## config.mk

```make
export PLATFORM = sky130hd
export DESIGN_NAME = vec_store_serializer
export DESIGN_NICKNAME = d
export VERILOG_FILES = /design/src/rtl/vec_store_serializer.sv
export SDC_FILE = /design/constraint.sdc
export NUM_CORES = 1
export LEC_CHECK = 0
export ABC_AREA = 1
export CELL_PAD_IN_SITES_DETAIL_PLACEMENT = 0
export CELL_PAD_IN_SITES_GLOBAL_PLACEMENT = 1
export CORE_AREA = 4 4 197 218
export CTS_CLUSTER_DIAMETER = 30
export DETAILED_ROUTE_END_ITERATION = 7
export DIE_AREA = 0 0 201 222
export PLACE_DENSITY = 0.81
export SLEW_MARGIN = 25
export SYNTH_ARGS = -nofsm -noshare
export SYNTH_HDL_FRONTEND = slang
export SYNTH_SLANG_ARGS = --single-unit
```

## constraint.sdc

```tcl
create_clock -name clk -period 3.63 [get_ports clk]
set_clock_uncertainty 0.1 [all_clocks]
set_input_delay 0.5445 -clock clk [delete_from_list [all_inputs] [get_ports clk]]
set_output_delay 0.5445 -clock clk [all_outputs]
set_load 0.02 [all_outputs]
```

## src/rtl/vec_store_serializer.sv

```systemverilog
// Serializes one LANES x DATA_W vector into LANES sequential memory writes, lane 0 first.
// Optional VSTORE_STRIDE_EN adds a latched address stride input (default stride is 1).
module vec_store_serializer #(
  parameter int LANES  = 16,
  parameter int DATA_W = 16,
  parameter int ADDR_W = 16
) (
  input  logic                          clk,
  input  logic                          rst,
  input  logic                          start,
  input  logic [ADDR_W-1:0]             base_addr,
`ifdef VSTORE_STRIDE_EN
  input  logic [ADDR_W-1:0]             stride,
`endif
  input  logic [LANES-1:0][DATA_W-1:0]  vec_data,
  input  logic                          mem_ready,
  output logic                          mem_we,
  output logic [ADDR_W-1:0]             mem_addr,
  output logic [DATA_W-1:0]             mem_wdata,
  output logic                          busy,
  output logic                          done
);

  localparam int CW = $clog2(LANES);
  localparam logic [CW-1:0] LAST_LANE = CW'(LANES - 1);

  typedef enum logic [1:0] {
    IDLE  = 2'd0,
    WRITE = 2'd1,
    DONE  = 2'd2
  } state_t;

  state_t                        state_reg, state_next;
  logic [CW-1:0]                 count_reg, count_next;
  logic [LANES-1:0][DATA_W-1:0]  vec_reg;
  logic [ADDR_W-1:0]             base_reg;
  logic                          latch_en;
  logic [CW-1:0]                 lane_next;
  logic [ADDR_W-1:0]             addr_offset;

  logic                          we_next;
  logic [ADDR_W-1:0]             addr_next;
  logic [DATA_W-1:0]             wdata_next;
  logic                          busy_next;
  logic                          done_next;

`ifdef VSTORE_STRIDE_EN
  logic [ADDR_W-1:0]             stride_reg;

  always_ff @(negedge clk or negedge rst) begin
    if (!rst) begin
      stride_reg <= '0;
    end else if (latch_en) begin
      stride_reg <= stride;
    end
  end

  // Product is truncated to ADDR_W, so address arithmetic wraps modulo 2^ADDR_W.
  assign addr_offset = ADDR_W'(ADDR_W'(lane_next) * stride_reg);
`else
  assign addr_offset = ADDR_W'(lane_next);
`endif

  assign lane_next = count_reg + CW'(1);

  always_ff @(negedge clk or negedge rst) begin
    if (!rst) begin
      state_reg <= IDLE;
    end else begin
      state_reg <= state_next;
    end
  end

  always_comb begin
    state_next = state_reg;
    count_next = count_reg;
    latch_en   = 1'b0;
    we_next    = mem_we;
    addr_next  = mem_addr;
    wdata_next = mem_wdata;
    busy_next  = busy;
    done_next  = done;

    case (state_reg)
      IDLE: begin
        we_next   = 1'b0;
        busy_next = 1'b0;
        done_next = 1'b0;
        if (start) begin
          latch_en   = 1'b1;
          state_next = WRITE;
          count_next = '0;
          we_next    = 1'b1;
          addr_next  = base_addr;
          wdata_next = vec_data[0];
          busy_next  = 1'b1;
        end
      end

      WRITE: begin
        // Without mem_ready every output simply holds; stalls may last indefinitely.
        if (mem_ready) begin
          if (count_reg == LAST_LANE) begin
            state_next = DONE;
            we_next    = 1'b0;
            done_next  = 1'b1;
          end else begin
            count_next = lane_next;
            addr_next  = base_reg + addr_offset;
            wdata_next = vec_reg[lane_next];
          end
        end
      end

      DONE: begin
        state_next = IDLE;
        done_next  = 1'b0;
        busy_next  = 1'b0;
      end

      default: begin
        state_next = IDLE;
        we_next    = 1'b0;
        busy_next  = 1'b0;
        done_next  = 1'b0;
      end
    endcase
  end

  always_ff @(negedge clk or negedge rst) begin
    if (!rst) begin
      count_reg <= '0;
      vec_reg   <= '0;
      base_reg  <= '0;
      mem_we    <= 1'b0;
      mem_addr  <= '0;
      mem_wdata <= '0;
      busy      <= 1'b0;
      done      <= 1'b0;
    end else begin
      count_reg <= count_next;
      if (latch_en) begin
        vec_reg  <= vec_data;
        base_reg <= base_addr;
      end
      mem_we    <= we_next;
      mem_addr  <= addr_next;
      mem_wdata <= wdata_next;
      busy      <= busy_next;
      done      <= done_next;
    end
  end

endmodule
```

======== Yosys cells after proc, flatten, opt, wreduce, memory -nomap -nowiden ========
Index checks and enable logic that the tools add are counted.
Widths: inputs -> output; s select.
word-level totals
  register bits ........................... 313
  input bits .............................. 276
  output and inout bits ................... 35
  logic and storage cells ................. 68
operators by class
  add/sub/neg operators ................... 2
  magnitude comparators ................... 1
  equal/unequal tests ..................... 7
  mux-type cells .......................... 27
  bitwise operators ....................... 1
  reduce and logical (&&, ||, !) cells .... 6
operators by type and width
  operator             number
  $mux 16              7
  $bmux 16 s4          1
  $pmux 16 s2          2
  $add 16x4->16        1
  $mux 4               3
  $ne 2x2->1 const B   4
  $pmux 4 s2           1
  $mux 1               7
  $mux 2               3
  $reduce_and 3->1     2
  $lt 4x5->1 const B   1
  $add 4x1->4 const B  1
  $eq 4x4->1 const B   1
  $pmux 2 s2           1
  $reduce_and 4->1     1
  $pmux 1 s3           1
  $eq 2x1->1 const B   1
  $eq 2x2->1 const B   1
  $logic_not 2->1      1
  $pmux 1 s2           1
  $reduce_and 2->1     1
  $reduce_bool 2->1    1
  $not 1->1            1

======== Longest topological paths before layout ========
Gate-level depths: netlist of run 1.
  word-level depth ........................ 6
  depth in mapped cells ................... 16
  depth with buffers taken out ............ 13

==> results.txt, run 1 <==
----------------------------------------------------
[Power]
  Static Leak ... 0.0105 uW
  Ratio of total power to cell area ... 1070 nW/um2
  Cell internal pwr ... 13900 uW
  Sw Share ... 0.406
  Total power ... 23400 uW
  Combinational cell fraction of total power ... 0.427
  Sw power ... 9510 uW
  Seq pwr share ... 0.259
  Max IR drop VDD ... 842 uV
  Power share of the clock group ... 0.314

[Critical path]
  Kind of start point of the critical path ... flip-flop
  Capturing element type of the critical path ... output port
  Reg-to-reg setup timing slack ... 770 ps
  Required arrival time at the worst endpoint ... 2990 ps
  Critical register-to-register path endpoint ... mem_addr[8]$_DFFE_NN0P_
  Startpoint of the worst register-to-register path ... count_reg[2]$_DFFE_NN0P_
  Cell Chain, Critical Path ... buf_6
  Largest fanout on the critical path ... 2
  Critical path data arrival time ... 3030 ps
  Crit path largest cell delay ... 500 ps
  WP buf/inv ... 1
  Number of cells on the worst reg-to-reg path ... 11
  Path type of the worst setup path ... flip-flop to output port
  Number of logic stages on the critical path including buffering ... 1
  Cell with the largest stage delay on the worst path ... dfrtn_1
  CP delay by family, top ... flip-flops

[Logic synthesis]
  Register area share after synthesis ... 0.510
  Number of flops mapped to enable cells by yosys ... 0
  Primary FF master, synth ... dfrtn_1
  Cell type contributing the most total cell area after synthesis ... dfrtn_1
  Post-synthesis average cell area ... 7.63 um2
  Net count after synthesis ... 2297
  Post-synthesis async set-or-reset flop share ... 1.00
  Count of unique library cells instantiated by Yosys ... 32
  Leading cell types by count after synthesis ... 671 x nand2_1, 313 x dfrtn_1, 289 x inv_1, 244 x o21ai_0, 232 x nand3_1
  Largest cells by area after synthesis ... dfrtn_1 51%, nand2_1 16%, o21ai_0 7.9%
  Gate count after technology mapping ... 2015
  Area of the mapped netlist ... 15400 um2
  Yosys reg bits ... 313
  Number of warnings printed during yosys synthesis ... 0
  Top-count cell post-synth ... nand2_1
  Post-synth top area share ... 0.510

[Layout]
  Ratio of cells with drive above 1 in the final layout ... 0.103
  Layout Area Growth over Synthesis ... 42.5%
  Final instance count without filler cells ... 2910
  Max FFs per register ... 256
  Final-layout fill cell count ... 3862
  Layout net count ... 2611

[Status]
  Failing checks ... negative setup slack
  Status ... finished, violations left

[Place]
  Final weighted congestion of routability-driven global placement ... 0.881
  Count of placed standard cells including taps ... 2768
  DP HPWL ... 36800 um
  Post-placement setup slack ... -315 ps
  Count of port buffers added during placement ... 310

[STA]
  Unrepaired setup endpoints after global routing ... yes
  Hold slack ... 326 ps
  Setup violators final ... 1
  Final slew viol count ... 0
  Setup slack of the critical path after layout ... -40.0 ps
  Transition time at the pin with the least slew margin ... 755 ps
  Accumulated negative setup slack ... -40.0 ps
  Headroom to the max-slew limit ... 0.496
  Final-report hold violation count ... 0

[Floorplanning]
  Die outline width ... 201 um
  Core area ... 40900 um2
  DIE HEIGHT ... 222 um
  Initial core utilization ... 0.376
  Ports ... 311
  Die area ... 44600 um2
  Core Rows ... 78

[Clock network]
  Clock tree sinks ... 313
  Number of buffers inserted during clock tree synthesis ... 76
  Deepest clock path buffer count ... 3
  Clk pin slew, worst setup/hold paths ... 40 ps
  Clock latency at the later pin of the worst-skew pair ... 570 ps
  Root buf cell ... clkbuf_16
  Clock tree from TritonCTS ... yes
  CTS H-tree depth ... 3

[Min path]
  Type of the most critical hold path ... flip-flop to flip-flop
  Critical hold path startpoint ... mem_addr[5]$_DFFE_NN0P_
  Sink of the worst hold path ... mem_addr[5]$_DFFE_NN0P_
  Worst hold stages ... 2

[Drt]
  Vias ... 14202
  Final WL ... 52600 um
  Number of design-rule violations left by the first detailed-router iteration ... 1016
  WL/cell ... 18.1 um
  Post-route ant nets ... 0
  Drt pass-1 iters ... 5
  DRC Markers ... 0
  Vias/cell ... 4.88

[Job]
  Total of max-cap violations ... 0

[GRT]
  Antenna violations before repair ... 3
  Grt total ovfl ... 0
  First-pass GRT wire length ... 81600 um
  Vias in the first global route ... 14499
  Combined global-route utilization of all metal layers ... 0.232
  Largest net degree at the start of global routing ... 144

----------------------------------------------------
per-layer routing:
metal	track usage	routed length [um]	share of wire	vias to the layer above
met3	0.0527	3350	0.064	90
met2	0.377	24800	0.47	434
met4	0.0895	1770	0.034	4
li1	-	-	-	6945
met5	0	24	0.00046	-
met1	0.303	22700	0.43	6729
worst min-delay path, cell delays in order (launching register included):
cell,delay (ps)
dfrtn_1,400
nand2_1,50
nand2_1,60
cell families (layout without fill, tap and decap cells):
group / Yosys count / in the layout / synth area share
buffers and inverters: 417 / 791 / 0.114
AO/OA/AOI/OAI: 328 / 328 / 0.107
XOR/XNOR: 8 / 8 / 0.00676
flip-flops: 313 / 313 / 0.510
other: 0 / 1 / 0
adder cells (fa/ha/maj): 6 / 6 / 0.00537
AND/OR/NAND/NOR: 943 / 943 / 0.257
area by class of cell:
cell class	instances	area (um2)	share of cell area
clock inverters	45	724	0.0331
repair buffers	358	3680	0.168
diodes	1	2.50	0.000114
inverters	295	1120	0.0510
multi-input cells	1285	5810	0.265
flip-flops and latches	313	7830	0.358
well taps	520	651	0.0297
clock buffers	93	2080	0.0948
placed cells by master (no fill, tap or decap), drive strengths merged, types with 18 or more instances in the layout:
master and count:
inv 299, dfrtn 313, clkdlybuf4s50 274, nor2 18
clkinv 20, clkbuf 93, buf 84, o21ai 291
nand3 247, a21oi 33, nand2 672
how the worst max path moves through the flow:
stage	start	end	slack [ps]
2_1_floorplan	start	vec_reg[16]$_DFFE_NN0P_	200
3_3_place_gp	start	vec_reg[49]$_DFFE_NN0P_	-280
3_5_place_dp	start	vec_reg[120]$_DFFE_NN0P_	-310
4_1_cts	mem_wdata[14]$_DFFE_NN0P_	mem_wdata[14]	-50
5_1_grt	mem_wdata[14]$_DFFE_NN0P_	mem_wdata[14]	-40
6_report	mem_wdata[14]$_DFFE_NN0P_	mem_wdata[14]	-40
per-stage QoR:
step | util | area, um2
floorplan | - | 15400
global placement | 0.467 | 19100
detailed placement | 0.467 | 19100
CTS | 0.534 | 21800
global route | 0.535 | 21900
finish | 0.536 | 21900
power groups by stage:
| stage | sequential, uW | combinational [uW] | clock [uW] |
|---|---|---|---|
| after floorplan | 6120 | 6200 | 0 |
| after global placement | 6050 | 9840 | 0 |
| after detailed placement | 6080 | 9980 | 0 |
| after CTS | 6070 | 10000 | 7480 |
| after global routing | 6240 | 11100 | 7680 |
| final | 6070 | 10000 | 7360 |
repair_timing:
item	in CTS	in global routing
endpoints found under the setup margin	35	23
resized for setup	177	14
hold buffers	0	0
buffers inserted	2	1
Power figures use the tool's default switching activity.
==> run 2: changes to the inputs <==
--- a/config.mk
+++ b/config.mk
@@ -12,7 +12,7 @@
 export CTS_CLUSTER_DIAMETER = 30
 export DETAILED_ROUTE_END_ITERATION = 7
 export DIE_AREA = 0 0 201 222
-export PLACE_DENSITY = 0.81
+export PLACE_DENSITY = 0.78
 export SLEW_MARGIN = 25
 export SYNTH_ARGS = -nofsm -noshare
 export SYNTH_HDL_FRONTEND = slang
==> run 2 against run 1 <==
Compared with the run above: the flow still finishes with violations (negative setup slack); critical endpoint is now mem_wdata[4]; critical path type unchanged; clock-buffer cell count up 6; first-iteration DRC count shrank 11%; sequential cell count stayed put; largest cell class unchanged; highest routed layer unchanged; cell area up 0.57%; utilization is 0.30 points higher.
==> results.txt, run 2 (same netlist as run 1, synthesis figures left out) <==
----------------------------------------------------
[GRT]
  Antenna violations before repair ... 4
  GRT met2 Usage ... 0.375
  Vias in the first global route ... 14597
  Combined global-route utilization of all metal layers ... 0.235
  Grt total ovfl ... 0
  First-pass GRT wire length ... 82500 um
  M3 GR Usage ... 0.0610
  Most utilized layer in the global route result ... met2
  Met1 global-route usage ... 0.312
  Largest net degree at the start of global routing ... 120

[Power]
  Ratio of total power to cell area ... 1070 nW/um2
  Max IR drop VDD ... 957 uV
  Static Leak ... 0.0105 uW
  Total power ... 23500 uW

[STA]
  Final slew viol count ... 0
  Transition time at the pin with the least slew margin ... 841 ps
  Headroom to the max-slew limit ... 0.439
  Final-report hold violation count ... 0
  Setup violators final ... 1
  Setup slack of the critical path after layout ... -0.119 ps
  Unrepaired setup endpoints after global routing ... yes

[Drt]
  Final WL ... 53000 um
  Vias ... 14200
  Vias/cell ... 4.86
  Number of design-rule violations left by the first detailed-router iteration ... 904
  Post-route ant nets ... 0
  Drt pass-1 iters ... 5
  DRC Markers ... 0
  WL/cell ... 18.1 um

[Floorplanning]
  DIE HEIGHT ... 222 um
  Die outline width ... 201 um
  Core area ... 40900 um2
  Ports ... 311
  Core Rows ... 78
  Initial core utilization ... 0.376
  Die area ... 44600 um2

[Critical path]
  Kind of start point of the critical path ... flip-flop
  Capturing element type of the critical path ... output port
  Reg-to-reg setup timing slack ... 750 ps
  CP delay by family, top ... flip-flops
  Crit path largest cell delay ... 460 ps
  Startpoint of the worst register-to-register path ... count_reg[2]$_DFFE_NN0P_
  WP buf/inv ... 1
  Largest fanout on the critical path ... 2
  Number of logic stages on the critical path including buffering ... 1
  Path type of the worst setup path ... flip-flop to output port
  Critical path data arrival time ... 2990 ps
  Critical register-to-register path endpoint ... mem_addr[14]$_DFFE_NN0P_
  Cell with the largest stage delay on the worst path ... dfrtn_1
  Required arrival time at the worst endpoint ... 2990 ps
  Cell Chain, Critical Path ... buf_6
  Number of cells on the worst reg-to-reg path ... 11

[Clock network]
  Clk pin slew, worst setup/hold paths ... 40 ps
  Deepest clock path buffer count ... 3
  Hold-fix buffers, CTS ... 0
  Clock latency at the later pin of the worst-skew pair ... 570 ps
  Root buf cell ... clkbuf_16
  Number of buffers inserted during clock tree synthesis ... 78
  Clock tree sinks ... 313
  CTS H-tree depth ... 3
  Clock tree from TritonCTS ... yes

[Place]
  Final weighted congestion of routability-driven global placement ... 0.861
  Count of port buffers added during placement ... 310
  Count of placed standard cells including taps ... 2770
  DP HPWL ... 37400 um

[Status]
  Status ... finished, violations left
  Failing checks ... negative setup slack

[Layout]
  Max FFs per register ... 256
  Layout net count ... 2615
  Leading cell type in the layout, fill and taps excluded ... nand2_1
  Commonest cells after routing, fill and taps aside ... 670 x nand2_1, 313 x dfrtn_1, 289 x inv_1, 274 x clkdlybuf4s50_1, 244 x o21ai_0
  Final-layout fill cell count ... 3840
  Layout Area Growth over Synthesis ... 43.3%
  Final instance count without filler cells ... 2922
  Ratio of cells with drive above 1 in the final layout ... 0.107

[Job]
  Total of max-cap violations ... 0

[Min path]
  Critical hold path startpoint ... vec_reg[143]$_DFFE_NN0P_
  Type of the most critical hold path ... flip-flop to flip-flop
  Worst hold stages ... 2
  Sink of the worst hold path ... vec_reg[143]$_DFFE_NN0P_

----------------------------------------------------
-- run 2: cell count changes in the layout (fill, tap and decap cells not counted), moves of 3 or more --
cell,previous run,this run
buf_6,16,21
bufinv_16,16,13
clkbuf_16,76,82
clkinv_2,13,10
clkinvlp_4,5,12
diode_2,1,4
inv_6,2,6
-- run 2: through the flow --
step / cell area, um2 / util / worst slack, ps / hold WS (ps) / setup TNS (ps)
final: 22000 / 0.539 / -0.119 / 328 / -0.119
after global placement: 19100 / 0.468 / -204 / 326 / -45480
after floorplan: 15400 / - / 196 / 310 / 0
after CTS: 21900 / 0.536 / -34.9 / 329 / -99.8
after detailed placement: 19100 / 0.468 / -246 / 325 / -51800
after global routing: 22000 / 0.538 / -26.3 / 358 / -135
-- run 2: final cells by class --
type                       count  area [um2]  share of cell area
tap                          520         651              0.0295
inverter                     295        1120              0.0507
sequential                   313        7830               0.356
clock inverter                46         634              0.0288
timing repair buffer         360        3720               0.169
clock buffer                  99        2250               0.102
multi-input combinational   1285        5810               0.264
antenna                        4        10.0            0.000454
-- run 2: what timing repair did --
item                                    4_1_cts  5_1_grt
gates resized for setup                     173       25
endpoints found under the setup margin       35       27
pin swaps                                     0        0
setup buffers                                 1        2
gates cloned                                  0        0
-- run 2: how the worst max path moves through the flow --
stage / start / end / slack (ps)
2_1_floorplan: start / vec_reg[16]$_DFFE_NN0P_ / 200
3_3_place_gp: start / mem_addr[3]$_DFFE_NN0P_ / -200
3_5_place_dp: start / vec_reg[160]$_DFFE_NN0P_ / -250
4_1_cts: mem_wdata[4]$_DFFE_NN0P_ / mem_wdata[4] / -30
5_1_grt: mem_wdata[12]$_DFFE_NN0P_ / mem_wdata[12] / -30
6_report: mem_wdata[4]$_DFFE_NN0P_ / mem_wdata[4] / -0.1
-- run 2: power breakdown --
part | internal, uW | total (uW) | switching, uW
logic | 3290 | 9940 | 6650
clock network | 5290 | 7510 | 2220
registers | 5390 | 6070 | 681
total | 14000 | 23500 | 9540
-- run 2: layer usage --
| layer | vias up | wire, um |
|---|---|---|
| met3 | 94 | 3710 |
| met5 | - | 20 |
| met2 | 487 | 24700 |
| li1 | 6966 | - |
| met1 | 6651 | 22900 |
| met4 | 2 | 1660 |
==> run 3: changes to the inputs <==
--- a/config.mk
+++ b/config.mk
@@ -8,11 +8,12 @@
 export ABC_AREA = 1
 export CELL_PAD_IN_SITES_DETAIL_PLACEMENT = 0
 export CELL_PAD_IN_SITES_GLOBAL_PLACEMENT = 1
-export CORE_AREA = 4 4 197 218
+export CORE_AREA = 4 4 246 176
 export CTS_CLUSTER_DIAMETER = 30
 export DETAILED_ROUTE_END_ITERATION = 7
-export DIE_AREA = 0 0 201 222
-export PLACE_DENSITY = 0.78
+export DIE_AREA = 0 0 250 180
+export HOLD_SLACK_MARGIN = 0.06
+export PLACE_DENSITY = 0.77
 export SLEW_MARGIN = 25
 export SYNTH_ARGS = -nofsm -noshare
 export SYNTH_HDL_FRONTEND = slang
==> run 3 against run 2 <==
Compared with the run above: the run now ends clean; sequential cell count stayed put; clock-buffer cell count is 4 lower; critical endpoint is now mem_wdata[1]; clock power is 19% lower; utilization is 1.2 points lower; largest cell class unchanged; via count is 0.40% higher; sequential power hardly changed; largest power group unchanged.
==> results.txt, run 3 (same netlist as run 1, synthesis figures left out) <==
----------------------------------------------------
[Floorplanning]
  Ports ... 311
  Core area ... 40700 um2
  DIE HEIGHT ... 180 um
  Core Rows ... 62
  Die outline width ... 250 um
  Die area ... 45000 um2
  Initial core utilization ... 0.377

[Power]
  Static Leak ... 0.0103 uW
  Ratio of total power to cell area ... 1020 nW/um2
  Max IR drop VDD ... 629 uV

[Min path]
  Type of the most critical hold path ... flip-flop to flip-flop

[STA]
  Hold slack ... 322 ps
  Final slew viol count ... 0
  Setup violators final ... 0
  Final-report hold violation count ... 0
  Unrepaired setup endpoints after global routing ... yes
  Transition time at the pin with the least slew margin ... 956 ps
  Headroom to the max-slew limit ... 0.363

[Drt]
  DRC Markers ... 0
  Drt pass-1 iters ... 5
  Final WL ... 52700 um
  Number of design-rule violations left by the first detailed-router iteration ... 1188
  Vias/cell ... 4.86
  Post-route ant nets ... 0
  Vias ... 14257
  WL/cell ... 18.0 um

[GRT]
  Antenna violations before repair ... 4
  Vias in the first global route ... 14423
  Largest net degree at the start of global routing ... 115
  First-pass GRT wire length ... 82000 um
  Combined global-route utilization of all metal layers ... 0.232
  Grt total ovfl ... 0

[Clock network]
  Clk pin slew, worst setup/hold paths ... 40 ps
  Number of buffers inserted during clock tree synthesis ... 70
  Hold-fix buffers, CTS ... 0
  Root buf cell ... clkbuf_16
  Clock latency at the later pin of the worst-skew pair ... 560 ps
  Deepest clock path buffer count ... 3
  Clock tree from TritonCTS ... yes
  CTS H-tree depth ... 3
  Clock tree sinks ... 313

[Critical path]
  Cell Chain, Critical Path ... buf_6
  WP buf/inv ... 1
  Crit path largest cell delay ... 460 ps
  Critical path data arrival time ... 2960 ps
  Cell with the largest stage delay on the worst path ... dfrtn_1
  Kind of start point of the critical path ... flip-flop
  Path type of the worst setup path ... flip-flop to output port
  Capturing element type of the critical path ... output port
  CP delay by family, top ... flip-flops
  Largest fanout on the critical path ... 2
  Required arrival time at the worst endpoint ... 2990 ps

[Place]
  Final weighted congestion of routability-driven global placement ... 0.864
  DP HPWL ... 37200 um
  Count of placed standard cells including taps ... 2796
  Area of placed instances ... 19200 um2
  Count of port buffers added during placement ... 310

[Layout]
  Final instance count without filler cells ... 2931
  Max FFs per register ... 256
  Leading cell type in the layout, fill and taps excluded ... nand2_1
  Final-layout fill cell count ... 3846
  Ratio of cells with drive above 1 in the final layout ... 0.0974
  Final cell area excluding filler cells ... 21400 um2
  Commonest cells after routing, fill and taps aside ... 670 x nand2_1, 313 x dfrtn_1, 289 x inv_1, 274 x clkdlybuf4s50_1, 244 x o21ai_0
  Layout Area Growth over Synthesis ... 39.4%
  Layout net count ... 2612

[Job]
  Total of max-cap violations ... 0

[Status]
  Status ... complete, no violations

----------------------------------------------------
-- run 3: cell count changes in the layout (fill, tap and decap cells not counted), sizes merged --
cell	delta
clkinv	-3
inv	+3
buf	+5
bufinv	-9
clkbuf	-4
clkinvlp	-7
-- run 3: per-stage QoR --
stage                     setup slack (ps)  total power (uW)   util  setup TNS, ps
after floorplan                        196             12300      -              0
after global placement                -226             15600  0.471         -54110
after detailed placement              -296             15800  0.471         -62370
after CTS                            -9.29             22000  0.524          -9.29
after global routing                 -7.68             23500  0.526          -19.5
final                                 26.0             21900  0.526              0
-- run 3: where the power goes --
part,switching (uW),internal (uW),total (uW)
clock,2030,4080,6110
combinational,6460,3270,9730
sequential,657,5390,6050
total,9140,12700,21900
-- run 3: timing repair --
action / in CTS / in global routing
endpoints found under the setup margin: 35 / 19
gates resized for setup: 159 / 15
setup buffers: 3 / 3
-- run 3: cell type report --
| class | count | area, um2 | share of cell area |
|---|---|---|---|
| repair buffers | 365 | 3690 | 0.172 |
| well taps | 544 | 681 | 0.0318 |
| clock inverters | 30 | 320 | 0.0149 |
| multi-input cells | 1285 | 5820 | 0.271 |
| clock buffers | 95 | 1970 | 0.0917 |
| diodes | 4 | 10.0 | 0.000467 |
| flip-flops and latches | 313 | 7830 | 0.365 |
| inverters | 295 | 1120 | 0.0521 |
-- run 3: worst paths after layout --
check / start / endpoint / slack (ps) / cells past startpoint
worst max-delay path: mem_wdata[1]$_DFFE_NN0P_ / mem_wdata[1] / 30 / 1
min in group asynchronous: rst / vec_reg[197]$_DFFE_NN0P_ / 1450 / 1
max in group asynchronous: rst / base_reg[10]$_DFFE_NN0P_ / 1220 / 2
worst min register to register: mem_addr[5]$_DFFE_NN0P_ / mem_addr[5]$_DFFE_NN0P_ / 320 / 2
worst min-delay path: mem_addr[5]$_DFFE_NN0P_ / mem_addr[5]$_DFFE_NN0P_ / 320 / 2
worst max register to register: count_reg[2]$_DFFE_NN0P_ / mem_addr[8]$_DFFE_NN0P_ / 620 / 11
-- run 3: routing by layer --
layer,wire length [um],vias to the layer above,GRT usage
met1,24200,6807,0.331
li1,-,6943,-
met5,0,-,0
met4,1270,0,0.0763
met3,3300,73,0.0472
met2,23900,434,0.354
